--- src/rtl/calc_pkg.sv ---
// -----------------------------------------------------------------------------
// calc_pkg
// Declarations shared by the calculator datapath blocks.
//   CALC_N           adder operand width
//   calc_bcd_digits  number of decimal digits needed to hold any value of a
//                    given bit width
//   bcd_state_e      binary-to-BCD converter FSM states
// -----------------------------------------------------------------------------
package calc_pkg;

    localparam int CALC_N = 8;

    // Digit count is found by dividing the largest representable value down
    // by ten. It is evaluated at elaboration time only. The loop bound of 20
    // covers the 64-bit range.
    function automatic int calc_bcd_digits(input int bits);
        longint unsigned max_val;
        int              digits;
        max_val = (longint'(1) << bits) - 1;
        digits  = 0;
        for (int i = 0; i < 20; i++) begin
            if (max_val != 0) begin
                digits++;
                max_val = max_val / 10;
            end
        end
        if (digits == 0) begin
            digits = 1;
        end
        return digits;
    endfunction

    typedef enum logic [1:0] {
        IDLE  = 2'd0,
        SHIFT = 2'd1,
        DONE  = 2'd2
    } bcd_state_e;

endpackage

--- src/rtl/bcd_digit_adjust.sv ---
// -----------------------------------------------------------------------------
// bcd_digit_adjust
// Performs the add-3 correction for one double-dabble step. The correction
// applies to a digit of 5 or more, because that digit would reach 10 or more
// after the next left shift.
//   digit     in   4  scratch BCD digit before the shift
//   adjusted  out  4  digit with +3 applied when digit >= 5
// -----------------------------------------------------------------------------
module bcd_digit_adjust (
    input  logic [3:0] digit,
    output logic [3:0] adjusted
);

    // Legal digits are at most 9, which gives at most 12. The sum cannot
    // overflow 4 bits.
    assign adjusted = (digit >= 4'd5) ? digit + 4'd3 : digit;

endmodule

--- src/rtl/adder_result_bcd.sv ---
// -----------------------------------------------------------------------------
// adder_result_bcd
// Accepts the {Cout,Sum} result of the upstream adder and converts it to packed
// BCD by shift-and-add-3. Both sides use a valid/ready handshake. Only one
// conversion is in flight at a time.
//   clk        in   1         clock, rising edge
//   rst        in   1         asynchronous active-high reset
//   in_valid   in   1         upstream result available
//   in_ready   out  1         converter idle and able to accept
//   in_cout    in   1         adder carry out (value MSB)
//   in_sum     in   N         adder sum (value low bits)
//   out_valid  out  1         bcd holds a finished conversion
//   out_ready  in   1         downstream takes the result
//   bcd        out  4*DIGITS  packed digits, units digit in [3:0]
//   busy       out  1         conversion running or result waiting
// -----------------------------------------------------------------------------
module adder_result_bcd
    import calc_pkg::*;
#(
    parameter int N      = CALC_N,
    parameter int DIGITS = calc_bcd_digits(N + 1)
) (
    input  logic              clk,
    input  logic              rst,
    input  logic              in_valid,
    output logic              in_ready,
    input  logic              in_cout,
    input  logic [N-1:0]      in_sum,
    output logic              out_valid,
    input  logic              out_ready,
    output logic [4*DIGITS-1:0] bcd,
    output logic              busy
);

    localparam int DW = 4 * DIGITS;     // scratch digit field width
    localparam int SW = DW + N + 1;     // digits plus binary value
    localparam int CW = $clog2(N + 2);  // holds N+1 down to 0

    bcd_state_e      state;
    bcd_state_e      state_next;
    logic [CW-1:0]   cnt;
    logic [SW-1:0]   scratch;
    logic [DW-1:0]   adj_digits;
    logic [SW-1:0]   pre_shift;
    logic [SW-1:0]   scratch_next;
    logic            accept;
    logic            last_shift;

    // Correct every scratch digit in parallel before the shift.
    for (genvar g = 0; g < DIGITS; g++) begin : g_adj
        bcd_digit_adjust u_adj (
            .digit    (scratch[N+1+4*g +: 4]),
            .adjusted (adj_digits[4*g +: 4])
        );
    end

    assign pre_shift    = {adj_digits, scratch[N:0]};
    assign scratch_next = pre_shift << 1;
    assign accept       = in_valid && in_ready;
    assign last_shift   = (cnt == CW'(1));

    // State register
    // NOTE: sequential state uses non-blocking assignments, so every flop
    // samples values from before the edge and the processes do not race.
    always_ff @(posedge clk or posedge rst) begin
        if (rst) begin
            state <= IDLE;
        end else begin
            state <= state_next;
        end
    end

    // Next-state logic
    // NOTE: each always_comb output gets a default first, so no path leaves
    // it unassigned and no latch is inferred.
    always_comb begin
        state_next = state;
        case (state)
            IDLE:    if (accept)                  state_next = SHIFT;
            SHIFT:   if (last_shift)              state_next = DONE;
            DONE:    if (out_valid && out_ready)  state_next = IDLE;
            default:                              state_next = IDLE;
        endcase
    end

    // Handshake outputs are decoded from the state alone.
    always_comb begin
        in_ready  = 1'b0;
        out_valid = 1'b0;
        busy      = 1'b0;
        case (state)
            IDLE:    in_ready  = 1'b1;
            SHIFT:   busy      = 1'b1;
            DONE: begin
                out_valid = 1'b1;
                busy      = 1'b1;
            end
            default: in_ready  = 1'b1;
        endcase
    end

    // Datapath: load on accept, shift while converting. The bcd register
    // loads only on the final shift, so it holds the previous result until
    // the new one is complete.
    always_ff @(posedge clk or posedge rst) begin
        if (rst) begin
            scratch <= '0;
            cnt     <= '0;
            bcd     <= '0;
        end else begin
            if (accept) begin
                scratch <= {{DW{1'b0}}, in_cout, in_sum};
                cnt     <= CW'(N + 1);
            end else if (state == SHIFT) begin
                scratch <= scratch_next;
                cnt     <= cnt - CW'(1);
                if (last_shift) begin
                    bcd <= scratch_next[SW-1 -: DW];
                end
            end
        end
    end

endmodule

--- config.mk ---
export PLATFORM = sky130hd
export DESIGN_NAME = adder_result_bcd
export DESIGN_NICKNAME = d
export VERILOG_FILES = /design/src/rtl/calc_pkg.sv /design/src/rtl/bcd_digit_adjust.sv /design/src/rtl/adder_result_bcd.sv
export SDC_FILE = /design/constraint.sdc
export NUM_CORES = 1
export LEC_CHECK = 0
export BUFFER_PORTS_ARGS = -buffer_cell sky130_fd_sc_hd__buf_2
export CAP_MARGIN = 5
export CORE_MARGIN = 5
export CORE_UTILIZATION = 25
export DETAILED_ROUTE_END_ITERATION = 10
export PLACE_DENSITY = 0.37
export SLEW_MARGIN = 20
export SYNTH_ARGS = -nofsm -noshare
export SYNTH_HDL_FRONTEND = slang
export SYNTH_SLANG_ARGS = --single-unit
--- constraint.sdc ---
create_clock -name clk -period 2.24 [get_ports clk]
set_input_delay 0.336 -clock clk [delete_from_list [all_inputs] [get_ports clk]]
set_output_delay 0.336 -clock clk [all_outputs]
set_load 0.02 [all_outputs]
# After elaboration in Yosys (flattened, before gate mapping)
# Index checks and enable logic that the tools add are counted.
[op_classes] magnitude_cmp=3 n_mux=14 n_eq_ne=6 n_reduce_logical=7 n_bitwise=1 n_addsub=4
[op_table] cell="2-to-1 mux 21 bit" count=2
[op_table] cell="2-to-1 mux 4 bit" count=4
[op_table] cell="greater-or-equal comparator 4 x 3 -> 1 bit, second input constant" count=3
[op_table] cell="adder 4 x 2 -> 4 bit, second input constant" count=2
[op_table] cell="2-to-1 mux 2 bit" count=3
[op_table] cell="inequality test 2 bit, second input constant" count=3
[op_table] cell="case mux 2 bit (3 select lines)" count=1
[op_table] cell="AND reduction 3 bit" count=2
[op_table] cell="== test 4 x 1 -> 1 bit, second input constant" count=1
[op_table] cell="subtractor 4 x 1 -> 4 bit, second input constant" count=1
[op_table] cell="adder 3 x 2 -> 3 bit, second input constant" count=1
[op_table] cell="2-to-1 mux 1 bit" count=3
[op_table] cell="2-to-1 mux 3 bit" count=1
[op_table] cell="== test 2 x 1 -> 1 bit, second input constant" count=1
[op_table] cell="== test 2 bit, second input constant" count=1
[op_table] cell="logical AND 1 bit" count=2
[op_table] cell="logical NOT 2 bit" count=1
[op_table] cell="nonzero test 2 bit" count=1
[op_table] cell="OR reduction 2 bit" count=1
[op_table] cell="inverter 1 bit" count=1
[word_totals] elab_cells=39 regBits=39 output_inout_bits=15

# Longest topological paths before layout
# Gate-level depths: netlist of run 1.
[depth] ltp_word=6 depth_mapped=7 depth_no_buf=6

# By module
# Synthesis of run 1 repeated with hierarchy kept, for this count alone.
[hier_totals] cells_unflattened=193 hier_area_um2=2062.0
[modules_own_cells] mod="adder_result_bcd" n_inst=1 seq_area_each_um2=975.9 cells_each=145 area_each_um2=1757.9
[modules_own_cells] mod="bcd_digit_adjust" n_inst=3 seq_area_each_um2=0.0 cells_each=16 area_each_um2=101.3

# Worst setup path before layout of run 1
# No wires, ideal clock.
[synth_timing] path_kind="reg2reg" from="register state[0]" to="register state[0]" arrival_time_ps=1677 path_stages_with_launch=7 t_required_ps=2112 setup_time_ps=128 synth_period_minus_slack_ps=1805 n_path_buf=0 slack_ps=435 path_cell_list="dfrtp_1 -> inv_1 -> ha_1 -> nand2b_4 -> a22o_1 -> a21oi_1 -> mux2_1"
[synth_between] elab_chain_cells=6 word_cells_on_any_way=13
[synth_lines] element="from (decl)" line_no="adder_result_bcd.sv:39" source="bcd_state_e state;"
[synth_lines] element="from (signal assigned)" line_no="adder_result_bcd.sv:69" source="state <= state_next;"
[synth_lines] element="== test 2 x 1 -> 1 bit or == test 2 bit (tied branches)" line_no="adder_result_bcd.sv:78, adder_result_bcd.sv:91"
[synth_lines] element="OR reduction 2 bit (no line)"
[synth_lines] element="2-to-1 mux 1 bit" line_no="adder_result_bcd.sv:91" source="case (state)"
[synth_lines] element="logical AND 1 bit" line_no="adder_result_bcd.sv:59" source="assign accept = in_valid && in_ready;"
[synth_lines] element="inequality test 2 bit (no line)"
[synth_lines] element="AND reduction 3 bit (no line)"
# Several ways; a longest one is shown, not always the timed one.
# A chain may end at the register's enable or synchronous reset.

# Worst setup path after layout of run 1
# Ends and elaborated chain as after synthesis.

==> results of run 1 <==
[per-layer routing]
metal	global-route usage, %	vias up
met4	3.07	0
met1	13.4	722
met2	13.3	32
li1	-	802
met3	2.96	4
met5	0	-
[flip-flops by register name, indices dropped and copies added, names as in the netlist]
register,flops
bcd,12
state,2
cnt,4
scratch,21
[power groups by stage]
stage | registers, mW | logic, mW | clock network (mW)
2_1_floorplan | 1.28 | 1.42 | 0
3_3_place_gp | 1.25 | 1.95 | 0
3_5_place_dp | 1.24 | 1.95 | 0
4_1_cts | 1.23 | 1.96 | 0.654
5_1_grt | 1.28 | 2.20 | 0.678
6_report | 1.22 | 1.91 | 0.628
[worst min-delay path, delay by kind of cell]
| family | cells | cell delay (ps) |
|---|---|---|
| buffers and inverters | 3 | 570 |
[final cells by class]
cell class | instances | area [um^2]
multi-input combinational | 154 | 1000
sequential | 39 | 976
inverter | 15 | 56.3
timing repair buffer | 33 | 180
fill | 892 | 5710
tap | 105 | 131
clock buffer | 6 | 82.6
clock inverter | 2 | 35.0
[cells in the final DEF, fill, tap and decap left out, types with 2 or more instances in the layout]
cell | netlist | final
sky130_fd_sc_hd__nand3b_1 | 3 | 3
sky130_fd_sc_hd__nand2b_1 | 3 | 3
sky130_fd_sc_hd__nor3b_1 | 2 | 2
sky130_fd_sc_hd__nand2_1 | 30 | 30
sky130_fd_sc_hd__a221o_1 | 2 | 2
sky130_fd_sc_hd__ha_1 | 13 | 13
sky130_fd_sc_hd__a21oi_1 | 12 | 12
sky130_fd_sc_hd__nand3_1 | 4 | 4
sky130_fd_sc_hd__nor2_1 | 7 | 7
sky130_fd_sc_hd__xnor2_1 | 5 | 5
sky130_fd_sc_hd__o21ai_1 | 6 | 6
sky130_fd_sc_hd__inv_1 | 15 | 15
sky130_fd_sc_hd__a31oi_1 | 3 | 3
sky130_fd_sc_hd__a21oi_2 | 3 | 3
sky130_fd_sc_hd__nor2b_1 | 3 | 2
sky130_fd_sc_hd__or3_1 | 2 | 2
sky130_fd_sc_hd__o21ai_0 | 25 | 25
sky130_fd_sc_hd__buf_2 | 8 | 27
sky130_fd_sc_hd__clkbuf_8 | 0 | 6
sky130_fd_sc_hd__nor3_1 | 7 | 7
sky130_fd_sc_hd__buf_4 | 1 | 6
sky130_fd_sc_hd__mux2i_1 | 10 | 10
sky130_fd_sc_hd__dfrtp_1 | 39 | 39
sky130_fd_sc_hd__and3_1 | 2 | 2
[logic make-up after synthesis]
group                    after synthesis
multiplexers                          12
buffers and inverters                 25
XOR/XNOR                               6
AND/OR/NAND/NOR                       68
adder cells (fa/ha/maj)               13
flip-flops                            39
AO/OA/AOI/OAI                         55
[worst max path at each step]
stage          cells after the start                   end  slack, ps
4_1_cts                            6  state[0]$_DFFE_PP0P_        390
2_1_floorplan                      6  state[0]$_DFFE_PP0P_        440
3_5_place_dp                       6  state[0]$_DFFE_PP0P_        400
6_report                           6  state[0]$_DFFE_PP0P_        410
3_3_place_gp                       6  state[0]$_DFFE_PP0P_        430
5_1_grt                            6  state[0]$_DFFE_PP0P_        250
[per-stage QoR]
stage / util, % / power, mW / setup slack, ps / std cells / area (um^2)
after global routing: 30.1 / 4.16 / 255 / 354 / 2460
after global placement: 28.7 / 3.20 / 432 / 346 / 2350
final: 30.1 / 3.76 / 409 / 354 / 2460
after floorplan: - / 2.70 / 435 / 218 / 2090
after detailed placement: 28.7 / 3.19 / 405 / 346 / 2350
after CTS: 30.1 / 3.84 / 392 / 354 / 2460
==> flow_summary.rst, run 1 <==
.. list-table::
   :header-rows: 1

   * - Metric
     - Value
   * - Result of the run
     - finished, final reports clean
   * - Number of hold-slack violations in the final timing report
     - 0
   * - Cells along the critical path
     - inv_1 -> ha_1 -> nand2b_4 -> a22o_1 -> a21oi_1 -> mux2_1
   * - Antenna violations before repair
     - 0
   * - Proportion of netlist area held by the largest area contributor
     - 46.7%
   * - Synthesized net count
     - 244
   * - Kind of critical path
     - flop to flop
   * - CTS Root Buffer Type
     - sky130_fd_sc_hd__clkbuf_8
   * - Most area-consuming cells after synthesis
     - sky130_fd_sc_hd__dfrtp_1 (47%), sky130_fd_sc_hd__ha_1 (7.8%), sky130_fd_sc_hd__o21ai_0 (6.0%)
   * - Synthesized-area fraction occupied by and/or/nand/nor cells
     - 16.8%
   * - Global-route usage over all layers
     - 9.36%
   * - Synth area leader
     - sky130_fd_sc_hd__dfrtp_1
   * - Global-route wire length before repair
     - 7650 um
   * - Share of synthesized cell area in full adder, half adder and majority cells
     - under 10%
   * - Final net count
     - 274
   * - Met3 wire len
     - 268 um
   * - Layout Skew
     - 8.95 ps
   * - Combinational power share
     - roughly half
   * - Vias
     - around 1,600
   * - Proportion of register bits with asynchronous set or reset after synthesis
     - 100%
   * - Sequential share of the synthesized area
     - 46.7%
   * - FF-to-FF Start
     - state[0]$_DFFE_PP0P_
   * - Synth cell types
     - 36
   * - Multiplexer share of the synthesized area
     - 5.86%
   * - Via count normalized by instance count
     - 4.41
   * - Slew at the pin closest to its max-slew limit
     - 532 ps
   * - Accumulated negative setup slack
     - 0 ps
   * - TritonCTS clock tree
     - done
   * - Area inside the core boundary
     - 8180 um^2
   * - Placer congestion estimate
     - 0.714
   * - Net switching power figure
     - approximately 1.6 mW
   * - R2R Path End
     - state[0]$_DFFE_PP0P_
   * - Clock slew at reported path FFs
     - 80 ps
   * - HPWL reported at the end of detailed placement
     - 3080 um
   * - Number of detailed-route iterations in the first pass
     - 4
   * - Full die area
     - 10,300 um^2
   * - Delay of the slowest cell on the worst path
     - a little under 400 ps
   * - Final number of setup-violating endpoints
     - 0
   * - Max clock buf depth
     - 2
   * - Depth of the worst register-to-register path
     - 6
   * - Core Rows
     - 33
   * - Synth top cells by count
     - sky130_fd_sc_hd__dfrtp_1 (39), sky130_fd_sc_hd__nand2_1 (30), sky130_fd_sc_hd__o21ai_0 (25)
   * - Number of DRC violations after detailed-routing iteration 0
     - 27
   * - Sequential power share
     - 32.5%
   * - Hold WC Path Type
     - primary input to asynchronous set/reset pin
   * - Buffer and inverter count on the worst path
     - 1
   * - Timing startpoint of the critical path
     - state[0]$_DFFE_PP0P_
   * - Most used standard cell by instance count after synthesis
     - sky130_fd_sc_hd__dfrtp_1
   * - Cts-stage hold buffer count
     - 0
   * - Maximum number of pins on one net before global-route repair
     - 40
   * - Highest net fanout along the worst path
     - 8
   * - Achievable Freq
     - 546 MHz
   * - Internal reg-to-reg setup slack
     - about 410 ps
   * - Met2 WL post-DR
     - approximately 1800 um
   * - Mean post-synth cell area
     - about 9.6 um^2
   * - Post-layout min period
     - 1830 ps
   * - Max layer used
     - met4
   * - Share of total power in the clock network
     - 16.7%
   * - Data required time at the worst endpoint
     - 2420 ps
   * - Total routed wirelength
     - 4390 um
   * - Insertion delay of the later-clocked pin in the worst-skew pair
     - 300 ps
   * - Maximum vdd ir drop
     - 0.000590 V
   * - Effective utilization at floorplan
     - about a quarter
   * - Cell class contributing the biggest share of worst-path delay
     - flip-flops
   * - Number of enable-type register cells in the synthesized netlist
     - 0
   * - Synthesized-area fraction occupied by ao, oa, aoi and oai cells
     - 14.8%
   * - Average wire per cell in the routed design
     - 12.4 um
   * - Final count of pins violating max slew
     - 0
   * - Leakage power of the design
     - 1.14 nW
   * - Post-CTS Resized
     - 0
   * - Total standard cell area after synthesis
     - 2090 um^2
   * - Category of the worst setup path capture point
     - flop
   * - Die Span X
     - 101 um
   * - Max-capacitance violation count
     - 0
   * - Max-slew headroom at the worst pin
     - 64.6%
   * - Routed Antenna Nets
     - 0
   * - Number of global-route vias before repair
     - ~1,600
   * - Largest family of logic cells by synthesized area
     - simple AND/OR/NAND/NOR gates
   * - Post-CTS repair timing setup buffer count
     - 0
   * - Sum of overflow across all layers after global routing
     - 0
   * - Post-Route M1 WL
     - around 2200 um
   * - Unrepaired setup endpoints after global routing
     - no
   * - Area added between synthesis and finish
     - 17.8%
   * - Die Span Y
     - between 100 and 150 um
   * - I/O Buffers
     - 27
   * - Number of synthesis warnings
     - 0
   * - Type of element launching the critical path
     - flop
   * - Top-Level Pins
     - 28
   * - Sink count of the clock tree
     - 39
   * - Number of DRC violations after detailed routing
     - 0
   * - ANT cells
     - 0
   * - Ys flop type
     - sky130_fd_sc_hd__dfrtp_1
   * - Int Pwr
     - 2.16 mW
   * - Power per cell area
     - ~1500 nW/um^2
   * - Gate count after technology mapping
     - 218
   * - Switching Fraction
     - 42.7%
   * - Cell with the largest stage delay on the worst path
     - sky130_fd_sc_hd__dfrtp_1
   * - Number of synthesized register bits
     - 39
   * - Count of H-tree levels built during CTS
     - 2
   * - Parity-gate share of the synthesized area counting xor and xnor cells
     - roughly 2.5%
   * - Proportion of layout cells with a drive suffix above 1
     - 19.7%
   * - Worst-case hold slack
     - between 100 and 150 ps
   * - Arrival @ worst endpoint
     - 2010 ps
   * - Share of the clock period used by the worst path after layout
     - approximately 82%
   * - Number of clock buffers inserted by TritonCTS
     - 5
No activity file was read; power rests on OpenSTA's default activity.
==> inputs of run 2 (changes only) <==
==> constraint.sdc (replaced) <==
create_clock -name clk -period 1.7 [get_ports clk]
set_input_delay 0.255 -clock clk [delete_from_list [all_inputs] [get_ports clk]]
set_output_delay 0.255 -clock clk [all_outputs]
set_load 0.02 [all_outputs]
==> flow_summary.rst, run 2 (synthesis results as in run 1) <==
.. list-table::
   :header-rows: 1

   * - Metric
     - Value
   * - Arrival @ worst endpoint
     - 1800 ps
   * - Number of detailed-route iterations in the first pass
     - 4
   * - Area added between synthesis and finish
     - 21.8%
   * - Type of element launching the critical path
     - flop
   * - Number of clock buffers inserted by TritonCTS
     - 5
   * - Count of H-tree levels built during CTS
     - 2
   * - Clock slew at reported path FFs
     - 80 ps
   * - Placer congestion estimate
     - 0.729
   * - Met1 Use GR
     - 13.1%
   * - Cell with the largest stage delay on the worst path
     - sky130_fd_sc_hd__dfrtp_1
   * - I/O Buffers
     - 27
   * - Max clock buf depth
     - 2
   * - Largest Register
     - scratch
   * - Final design instance area without fill
     - 2550 um^2
   * - Number of flip-flops under the largest register name
     - 21
   * - Number of DRC violations after detailed-routing iteration 0
     - 34
   * - Global-route usage over all layers
     - 9.82%
   * - Leakage power of the design
     - between 1 and 1.5 nW
   * - Cell class contributing the biggest share of worst-path delay
     - flip-flops
   * - Result of the run
     - finished, final reports clean
   * - Met2 layer usage reported by global route
     - 14.9%
   * - Layout Skew
     - 4.35 ps
   * - Share of the clock period used by the worst path after layout
     - 95.3%
   * - Die Span X
     - a little over 100 um
   * - Number of global-route vias before repair
     - 1,618
   * - Highest net fanout along the worst path
     - 5
   * - Delay of the slowest cell on the worst path
     - 390 ps
   * - Hold WC Path Type
     - primary input to asynchronous set/reset pin
   * - Max-slew headroom at the worst pin
     - between 60% and 70%
   * - Power per cell area
     - 2040 nW/um^2
   * - Slew at the pin closest to its max-slew limit
     - 517 ps
   * - Final count of pins violating max slew
     - 0
   * - Area inside the core boundary
     - 8180 um^2
   * - Average wire per cell in the routed design
     - between 10 and 15 um
   * - Post-layout min period
     - 1620 ps
   * - Die Span Y
     - 101 um
   * - HPWL reported at the end of detailed placement
     - 3130 um
   * - Final number of setup-violating endpoints
     - 0
   * - Data required time at the worst endpoint
     - ~1900 ps
   * - Full die area
     - 10,300 um^2
   * - Maximum vdd ir drop
     - about 0.00094 V
   * - Routed Antenna Nets
     - 0
   * - Sink count of the clock tree
     - 39
   * - Global-route wire length before repair
     - approximately 8000 um
   * - Via count normalized by instance count
     - 4.41
   * - ANT cells
     - 0
   * - Placed standard-cell area
     - approximately 2400 um^2
   * - Total routed wirelength
     - 4580 um
   * - Commonest non-fill, non-tap cells in the layout
     - sky130_fd_sc_hd__dfrtp_1 (39), sky130_fd_sc_hd__nand2_1 (30), sky130_fd_sc_hd__buf_2 (27), sky130_fd_sc_hd__o21ai_0 (25), sky130_fd_sc_hd__inv_1 (13)
   * - Antenna violations before repair
     - 0
   * - Insertion delay of the later-clocked pin in the worst-skew pair
     - 290 ps
   * - Number of hold-slack violations in the final timing report
     - 0
   * - Most heavily used metal layer in global routing
     - met2
   * - Category of the worst setup path capture point
     - flop
   * - Core Rows
     - 33
   * - Unrepaired setup endpoints after global routing
     - yes
   * - Achievable Freq
     - 617 MHz
   * - Buffer and inverter count on the worst path
     - 1
   * - Vias
     - 1,583
   * - Max-capacitance violation count
     - 0
   * - TritonCTS clock tree
     - done
   * - Final net count
     - 279
   * - Number of DRC violations after detailed routing
     - 0
   * - Cells along the critical path
     - inv_2 -> ha_4 -> nand2b_4 -> a22o_1 -> a21oi_2 -> mux2_1
   * - Most frequent standard cell in the layout excluding fill and tap cells
     - sky130_fd_sc_hd__dfrtp_1
   * - Proportion of layout cells with a drive suffix above 1
     - between 20% and 30%
   * - Largest registers
     - scratch x21, bcd x12, cnt x4
   * - Effective utilization at floorplan
     - around 26%
   * - Sum of overflow across all layers after global routing
     - 0
   * - Kind of critical path
     - flop to flop
   * - Met3 Usage GRT
     - 2.27%
   * - Final total power
     - 5.18 mW
   * - Maximum number of pins on one net before global-route repair
     - 40
   * - CTS Root Buffer Type
     - sky130_fd_sc_hd__clkbuf_8
   * - Number of filler instances in the final layout
     - 891
   * - Top-Level Pins
     - 28
run 2: changes by cell type in the layout (fill, tap and decap cells not counted), sizes merged:
cell,previous run,this run
buf,33,38
run 2: timing repair:
action | in CTS | in global routing
setup endpoints to repair | 1 | 5
gates resized for setup | 1 | 5
hold endpoints to repair | 0 | 0
setup buffers | 0 | 1
hold buffers | 0 | 0
run 2: layout make-up:
| cell class | instances | area, um^2 | area share (%) |
|---|---|---|---|
| inverters | 15 | 56.3 | 2.21 |
| flip-flops and latches | 39 | 976 | 38.3 |
| clock inverters | 2 | 35.0 | 1.38 |
| multi-input cells | 154 | 1030 | 40.6 |
| repair buffers | 38 | 230 | 9.04 |
| well taps | 105 | 131 | 5.16 |
| clock buffers | 6 | 82.6 | 3.24 |
run 2: metal layers:
layer / up-vias / routed length, um
li1: 812 / -
met1: 732 / 2260
met2: 34 / 2020
met3: 5 / 219
met4: 0 / 87
met5: - / 0
run 2: tightest hold or removal path, cell delays in order:
cell	delay [ps]
sky130_fd_sc_hd__buf_2	90
sky130_fd_sc_hd__inv_1	40
sky130_fd_sc_hd__buf_4	440
run 2: where the power goes:
part	switching (mW)	internal, mW	total (mW)
clock	0.346	0.475	0.822
combinational	1.54	1.19	2.73
sequential	0.316	1.32	1.63
run 2: final timing paths:
path,from,end,slack (ps),cells after the start
setup / recovery,state[1]$_DFFE_PP0P_,state[0]$_DFFE_PP0P_,80,6
hold / removal,rst,scratch[20]$_DFFE_PP0P_,80,3
setup reg to reg,state[1]$_DFFE_PP0P_,state[0]$_DFFE_PP0P_,80,6
hold reg to reg,bcd[8]$_DFFE_PP0P_,bcd[8]$_DFFE_PP0P_,480,2
max in group asynchronous,rst,scratch[11]$_DFFE_PP0P_,1270,3
min in group clk,in_sum[0],scratch[0]$_DFFE_PP0P_,150,3
run 2: per-stage QoR:
step	worst slack (ps)	setup TNS (ps)	hold slack [ps]	util (%)	std cells
2_1_floorplan	9.95	0	360	-	218
3_3_place_gp	26.7	0	428	29.4	350
3_5_place_dp	-15.3	-15.3	430	29.4	350
4_1_cts	35.4	0	97.6	30.8	358
5_1_grt	-4.73	-4.73	130	31.1	359
6_report	79.5	0	77.7	31.1	359
